===== src/rtl/fpu_int2fp_if.sv =====
// Handshake bundle between an integer producer and the int-to-float converter.
//
// Valid/ready rule for both channels: a transfer happens on a rising clock edge
// where valid and ready are both high; the sender holds its data and valid
// stable until that edge, and ready never depends combinationally on valid.
interface fpu_int2fp_if;
  logic [31:0] int_in;
  logic        in_valid;
  logic        in_ready;
  logic [31:0] fp_out;
  logic [3:0]  status_out;
  logic        out_valid;
  logic        out_ready;

  // Producer/consumer side (drives operands, accepts results)
  modport master (
    output int_in, in_valid, out_ready,
    input  in_ready, fp_out, status_out, out_valid
  );

  // Converter side
  modport slave (
    input  int_in, in_valid, out_ready,
    output in_ready, fp_out, status_out, out_valid
  );
endinterface


===== src/rtl/fpu_int2fp.sv =====
// Multi-cycle signed 32-bit integer to FPU operand converter.
// Operand format: [31] sign, [30:25] biased exponent, [24:0] fraction with a
// hidden leading one; 0x00000000 is the only encoding of zero.
// The magnitude is normalised one bit per cycle, then rounded to nearest-even
// in a single cycle. One conversion is in flight at a time.
module fpu_int2fp #(
  parameter int unsigned BIAS = 31
) (
  input  logic              clock,
  input  logic              reset,
  fpu_int2fp_if.slave       bus,
  output logic [1:0]        state_o
);

  typedef enum logic [1:0] {
    IDLE  = 2'd0,
    NORM  = 2'd1,
    ROUND = 2'd2,
    DONE  = 2'd3
  } state_t;

  // Exponent of a magnitude whose leading one sits at bit 31; at most 62, so
  // the all-ones exponent is never produced.
  localparam logic [5:0] EXP_TOP = 6'(BIAS + 31);

  state_t      state_q;
  logic        sign_q;
  logic [31:0] mag_q;
  logic [5:0]  exp_q;
  logic [31:0] fp_q;
  logic [3:0]  status_q;
  logic        in_ready_q;
  logic        out_valid_q;

  logic [31:0] abs_in;
  logic [24:0] frac_trunc;
  logic        guard_b;
  logic        sticky_b;
  logic        round_up;
  logic        frac_ovf;
  logic [24:0] frac_rnd;
  logic [5:0]  exp_rnd;

  // Two's-complement magnitude; 0x80000000 maps onto itself as unsigned.
  assign abs_in = bus.int_in[31] ? (~bus.int_in + 32'd1) : bus.int_in;

  // Round-to-nearest-even of the normalised magnitude (leading one at bit 31).
  always_comb begin
    frac_trunc = mag_q[30:6];
    guard_b    = mag_q[5];
    sticky_b   = |mag_q[4:0];
    round_up   = guard_b & (sticky_b | mag_q[6]);
    frac_ovf   = round_up & (&frac_trunc);
    // On overflow the fraction wraps to zero and the exponent takes the carry.
    frac_rnd   = frac_trunc + {24'd0, round_up};
    exp_rnd    = exp_q + {5'd0, frac_ovf};
  end

  // Conversion FSM with registered handshake and result outputs.
  always_ff @(posedge clock or negedge reset) begin
    if (!reset) begin
      state_q     <= IDLE;
      sign_q      <= 1'b0;
      mag_q       <= 32'd0;
      exp_q       <= 6'd0;
      fp_q        <= 32'd0;
      status_q    <= 4'd0;
      in_ready_q  <= 1'b1;
      out_valid_q <= 1'b0;
    end else begin
      case (state_q)
        IDLE: begin
          if (bus.in_valid && in_ready_q) begin
            sign_q     <= bus.int_in[31];
            mag_q      <= abs_in;
            exp_q      <= EXP_TOP;
            in_ready_q <= 1'b0;
            if (bus.int_in == 32'd0) begin
              // Zero has no leading one to find; publish it immediately.
              fp_q        <= 32'd0;
              status_q    <= 4'b0010;
              out_valid_q <= 1'b1;
              state_q     <= DONE;
            end else begin
              state_q <= NORM;
            end
          end
        end
        NORM: begin
          if (mag_q[31]) begin
            state_q <= ROUND;
          end else begin
            mag_q <= mag_q << 1;
            exp_q <= exp_q - 6'd1;
          end
        end
        ROUND: begin
          fp_q        <= {sign_q, exp_rnd, frac_rnd};
          status_q    <= {frac_ovf, sign_q, 1'b0, guard_b | sticky_b};
          out_valid_q <= 1'b1;
          state_q     <= DONE;
        end
        DONE: begin
          // Result stays put until the consumer takes it; fp/status are kept
          // afterwards as the last result.
          if (bus.out_ready) begin
            out_valid_q <= 1'b0;
            in_ready_q  <= 1'b1;
            state_q     <= IDLE;
          end
        end
        default: begin
          state_q <= IDLE;
        end
      endcase
    end
  end

  assign bus.in_ready   = in_ready_q;
  assign bus.out_valid  = out_valid_q;
  assign bus.fp_out     = fp_q;
  assign bus.status_out = status_q;
  assign state_o        = state_q;

endmodule


===== src/flat_wrapper.sv =====
// flat-port wrapper written by rule: the top's interface ports become plain ports
module fpu_int2fp_flat 
#(
  parameter int unsigned BIAS = 31
)
  (clock, reset, state_o, bus_int_in, bus_in_valid, bus_out_ready, bus_in_ready, bus_fp_out, bus_status_out, bus_out_valid);
  fpu_int2fp_if bus_i ();
  input  logic clock;
  input  logic reset;
  output logic [1:0] state_o;
  input wire logic [$bits(bus_i.int_in)-1:0] bus_int_in;
  input wire logic [$bits(bus_i.in_valid)-1:0] bus_in_valid;
  input wire logic [$bits(bus_i.out_ready)-1:0] bus_out_ready;
  output wire logic [$bits(bus_i.in_ready)-1:0] bus_in_ready;
  output wire logic [$bits(bus_i.fp_out)-1:0] bus_fp_out;
  output wire logic [$bits(bus_i.status_out)-1:0] bus_status_out;
  output wire logic [$bits(bus_i.out_valid)-1:0] bus_out_valid;
  assign bus_i.int_in = bus_int_in;
  assign bus_i.in_valid = bus_in_valid;
  assign bus_i.out_ready = bus_out_ready;
  assign bus_in_ready = bus_i.in_ready;
  assign bus_fp_out = bus_i.fp_out;
  assign bus_status_out = bus_i.status_out;
  assign bus_out_valid = bus_i.out_valid;
  fpu_int2fp #(.BIAS(BIAS)) u_core (.clock(clock), .reset(reset), .bus(bus_i), .state_o(state_o));
endmodule

===== config.mk =====
export PLATFORM = sky130hd
export DESIGN_NAME = fpu_int2fp_flat
export DESIGN_NICKNAME = d
export VERILOG_FILES = /design/src/rtl/fpu_int2fp_if.sv /design/src/rtl/fpu_int2fp.sv /design/src/flat_wrapper.sv
export SDC_FILE = /design/constraint.sdc
export NUM_CORES = 1
export LEC_CHECK = 0
export ABC_AREA = 1
export ABC_CLOCK_PERIOD_IN_PS = 2100
export BUFFER_PORTS_ARGS = -buffer_cell sky130_fd_sc_hd__clkbuf_2
export CAP_MARGIN = 20
export CORE_ASPECT_RATIO = 2
export CORE_MARGIN = 4
export CORE_UTILIZATION = 53
export CTS_CLUSTER_DIAMETER = 40
export CTS_CLUSTER_SIZE = 28
export DETAILED_ROUTE_END_ITERATION = 7
export PLACE_DENSITY = 0.82
export SYNTH_ARGS = -nofsm -noshare
export SYNTH_HDL_FRONTEND = slang
export SYNTH_SLANG_ARGS = --single-unit

===== constraint.sdc =====
create_clock -name clock -period 2.1 [get_ports clock]
set_clock_uncertainty 0.2 [all_clocks]
set_input_delay 0.105 -clock clock [delete_from_list [all_inputs] [get_ports clock]]
set_output_delay 0.105 -clock clock [all_outputs]
set_load 0.01 [all_outputs]

==> reports/metrics.yaml <==
critPathKind: "reg -> reg"
portBuffers: 75
drc: 0
syn_area_mm2: 0.005266
power.leakage_nw: 3.565
grt.overflow.total: 0
cts_tree: "done"
synth.most_common_cell: "nand2_1"
start_util_pct: 54.30
drt_iter0_markers: 376
antenna_found_initial: 0
grt_max_degree: 49
holdCritStartpoint: "bus_int_in[1]"
wl_per_cell_um: 14.96
crit_path_cell_trace: "nand2_2 > nor2_2 > nand4_1 > nor4_4 > o21a_1 > ha_4 > ha_4 > nand2_2 > inv_2 > nand2_4 > o21ai_2 > a21oi_2 > nand2_1 > nand2_1"
final-hold-violation-count: 0
vias: 5941
fmax_mhz: 405.3
synth-async-reset-ratio_pct: 100.0
crit_arrival_ns: 2.50
num_antenna_cells: 0
syn_to_final_growth_pct: 36.11
period_share_pct: 117.5
synth_common_cells: "221 x nand2_1, 92 x nand3_1, 91 x nor2_1, 77 x dfrtp_1, 74 x inv_1"
ys_seq_area_share_pct: 37.09
die-width_um: 78.49
num_rows: 51
hold_class: "in -> reg"
violations: "negative setup slack"
grt_pass1_vias: 5527
htreeDepth: 3
startpoint_type: "register"
crit_path_max_incr_delay_ns: 0.36
cts.sinks: 78
maxCapViolations: 0
fin_tns_setup_ns: -0.9372
critPathSlowestCell: "dfrtp_1"
die_area_mm2: 0.01169
synth-seq-cells: 78
path_max_fanout: 2
syn-instance-count: 776
synth-main-ff-cell: "dfrtp_1"
cellPowerDensity_mw_per_mm2: 1374
drive_above_1_share_pct: 23.92
synth_edf_count: 0
fillers: 776
finalPower_mw: 9.852
root_buffer: "clkbuf_16"
first_pass_iters: 6
synthTopCellsByArea: "dfrtp_1 37%, nand2_1 16%, nand3_1 8.7%"
min_period_ns: 2.468
fin_ws_ns: -0.3675
synth_top_area_cell: "dfrtp_1"
clk_pin_slew_ns: 0.06
critPathRequiredTime_ns: 2.13
gp_congestion: 0.9088
crit_path_start: "u_core.mag_q[24]$_DFFE_PN0P_"
hpwl_um: 11470
clkLatencyLatePin_ns: 0.34
r2r_start: "u_core.mag_q[24]$_DFFE_PN0P_"
rsz0062_at_grt: "true"
totalWireLength_um: 16120
placed_cell_area_mm2: 0.006207
die_h_um: 149.0
irDropWorstVdd_uv: 863.8
endpoint_kind: "register"
worstMarginPinSlew_ns: 0.6199
syn_avg_cell_area_um2: 6.786
yosysUniqueCellTypes: 39
cts_inserted_buffers: 9
core_area_mm2: 0.009699
netlist.area_leader.share_pct: 36.59
syn_nets: 823
ctsLongestPathBuffers: 2
cpLargestDelayFamily: "simple AND/OR/NAND/NOR gates"
setup_viol_count_final: 4
vias_per_cell: 5.516
final_max_slew_viol_count: 0
cp_num_buf_inv: 1
design_area_mm2: 0.007168
grt_usage_pct: 27.17
relSlewSlack_pct: 58.68
postRouteAntennaNets: 0
status: "finished, violations left"
grt_pass1_wl_um: 25090
io_pins: 76
layout.nets: 987
synth_warnings: 0
-- power breakdown --
| group | switching [mW] | internal, mW |
|---|---|---|
| sequential | 0.462 | 2.17 |
| clock | 0.602 | 1.15 |
| combinational | 3.17 | 2.30 |
| total | 4.23 | 5.62 |
-- logic make-up after synthesis --
logic type / Yosys count / synth area share [%]
adder cells (fa/ha/maj): 11 / 2.613
XOR/XNOR: 7 / 1.164
AO/OA/AOI/OAI: 123 / 13.64
flip-flops: 78 / 37.09
buffers and inverters: 103 / 8.030
AND/OR/NAND/NOR: 454 / 37.47
-- final cells by class --
class / instances / area (µm²) / area share, %
Timing Repair Buffer: 178 / 1301 / 18.15
Multi-Input combinational cell: 595 / 3100 / 43.25
Sequential cell: 78 / 1953 / 27.25
Clock buffer: 9 / 225.2 / 3.142
Timing Repair inverter: 1 / 8.758 / 0.1222
Clock inverter: 7 / 112.6 / 1.571
Tap cell: 132 / 165.2 / 2.304
Inverter: 77 / 301.5 / 4.207
-- what timing repair did --
action	CTS	global route
gates resized for setup	6	56
setup buffers	3	8
pin swaps	4	16
hold buffers	30	1
endpoints found under the setup margin	34	57
endpoints found under the hold margin	77	1
gates cloned	0	1
-- cells in the final DEF, fill, tap and decap left out, types with 10 or more instances in the layout --
cell type,instances
a21oi_1,41
a22oi_1,13
dfrtp_1,77
clkbuf_2,71
nor3_1,14
o21ai_0,30
nand4_1,10
nor2_1,72
nand3_1,90
buf_4,69
nand2_2,10
dlygate4sd3_1,31
inv_1,70
o21ai_1,13
nor2_2,13
nor2_4,10
nand2_1,211
-- flip-flops by register name, summed over array words and instances (netlist names) --
name,cells
u_core.bus.out_valid,1
u_core.exp_q,6
u_core.bus.fp_out,31
u_core.sign_q,1
u_core.bus.in_ready,1
u_core.bus.status_out,4
u_core.mag_q,32
u_core.state_o,2
-- per-layer routing --
metal  share of wire (%)  GRT usage, %  vias up
met5                   0             0        -
met4                 5.5         17.86        0
met3                 4.4         2.963       63
met2                  53         49.40      229
met1                  37         29.09     2761
li1                    -             -     2888
-- worst paths after layout --
path                                                     end  slack, ns  cells after the start
setup / recovery           u_core.bus.fp_out[29]$_DFFE_PN0P_      -0.37                     14
hold / removal                   u_core.mag_q[1]$_DFFE_PN0P_       0.03                      5
setup reg to reg           u_core.bus.fp_out[29]$_DFFE_PN0P_      -0.37                     14
hold reg to reg            u_core.bus.fp_out[27]$_DFFE_PN0P_       0.27                      2
max in group asynchronous       u_core.mag_q[18]$_DFFE_PN0P_       0.99                      3
min in group asynchronous  u_core.bus.fp_out[30]$_DFFE_PN0P_       0.13                      2
-- stage by stage --
step	setup WS [ns]	hold WS, ns	util (%)	instances
6_report	-0.3675	0.03473	73.90	1077
5_1_grt	-0.4523	0.07332	73.90	1077
4_1_cts	-0.2180	0.008088	70.96	1070
3_5_place_dp	-0.2446	-0.03936	64.00	1021
3_3_place_gp	-0.1587	-0.04720	64.00	1021
2_1_floorplan	-0.02189	-0.3906	-	776
-- worst reg2reg max path: cells and delay by family (launching register included) --
family          cells  cell delay, ns
compound gates      3            0.42
fa+ha+maj           2            0.29
buf+inv             1            0.09
flops               1            0.36
simple gates        8            0.99
Power figures use the tool's default switching activity.
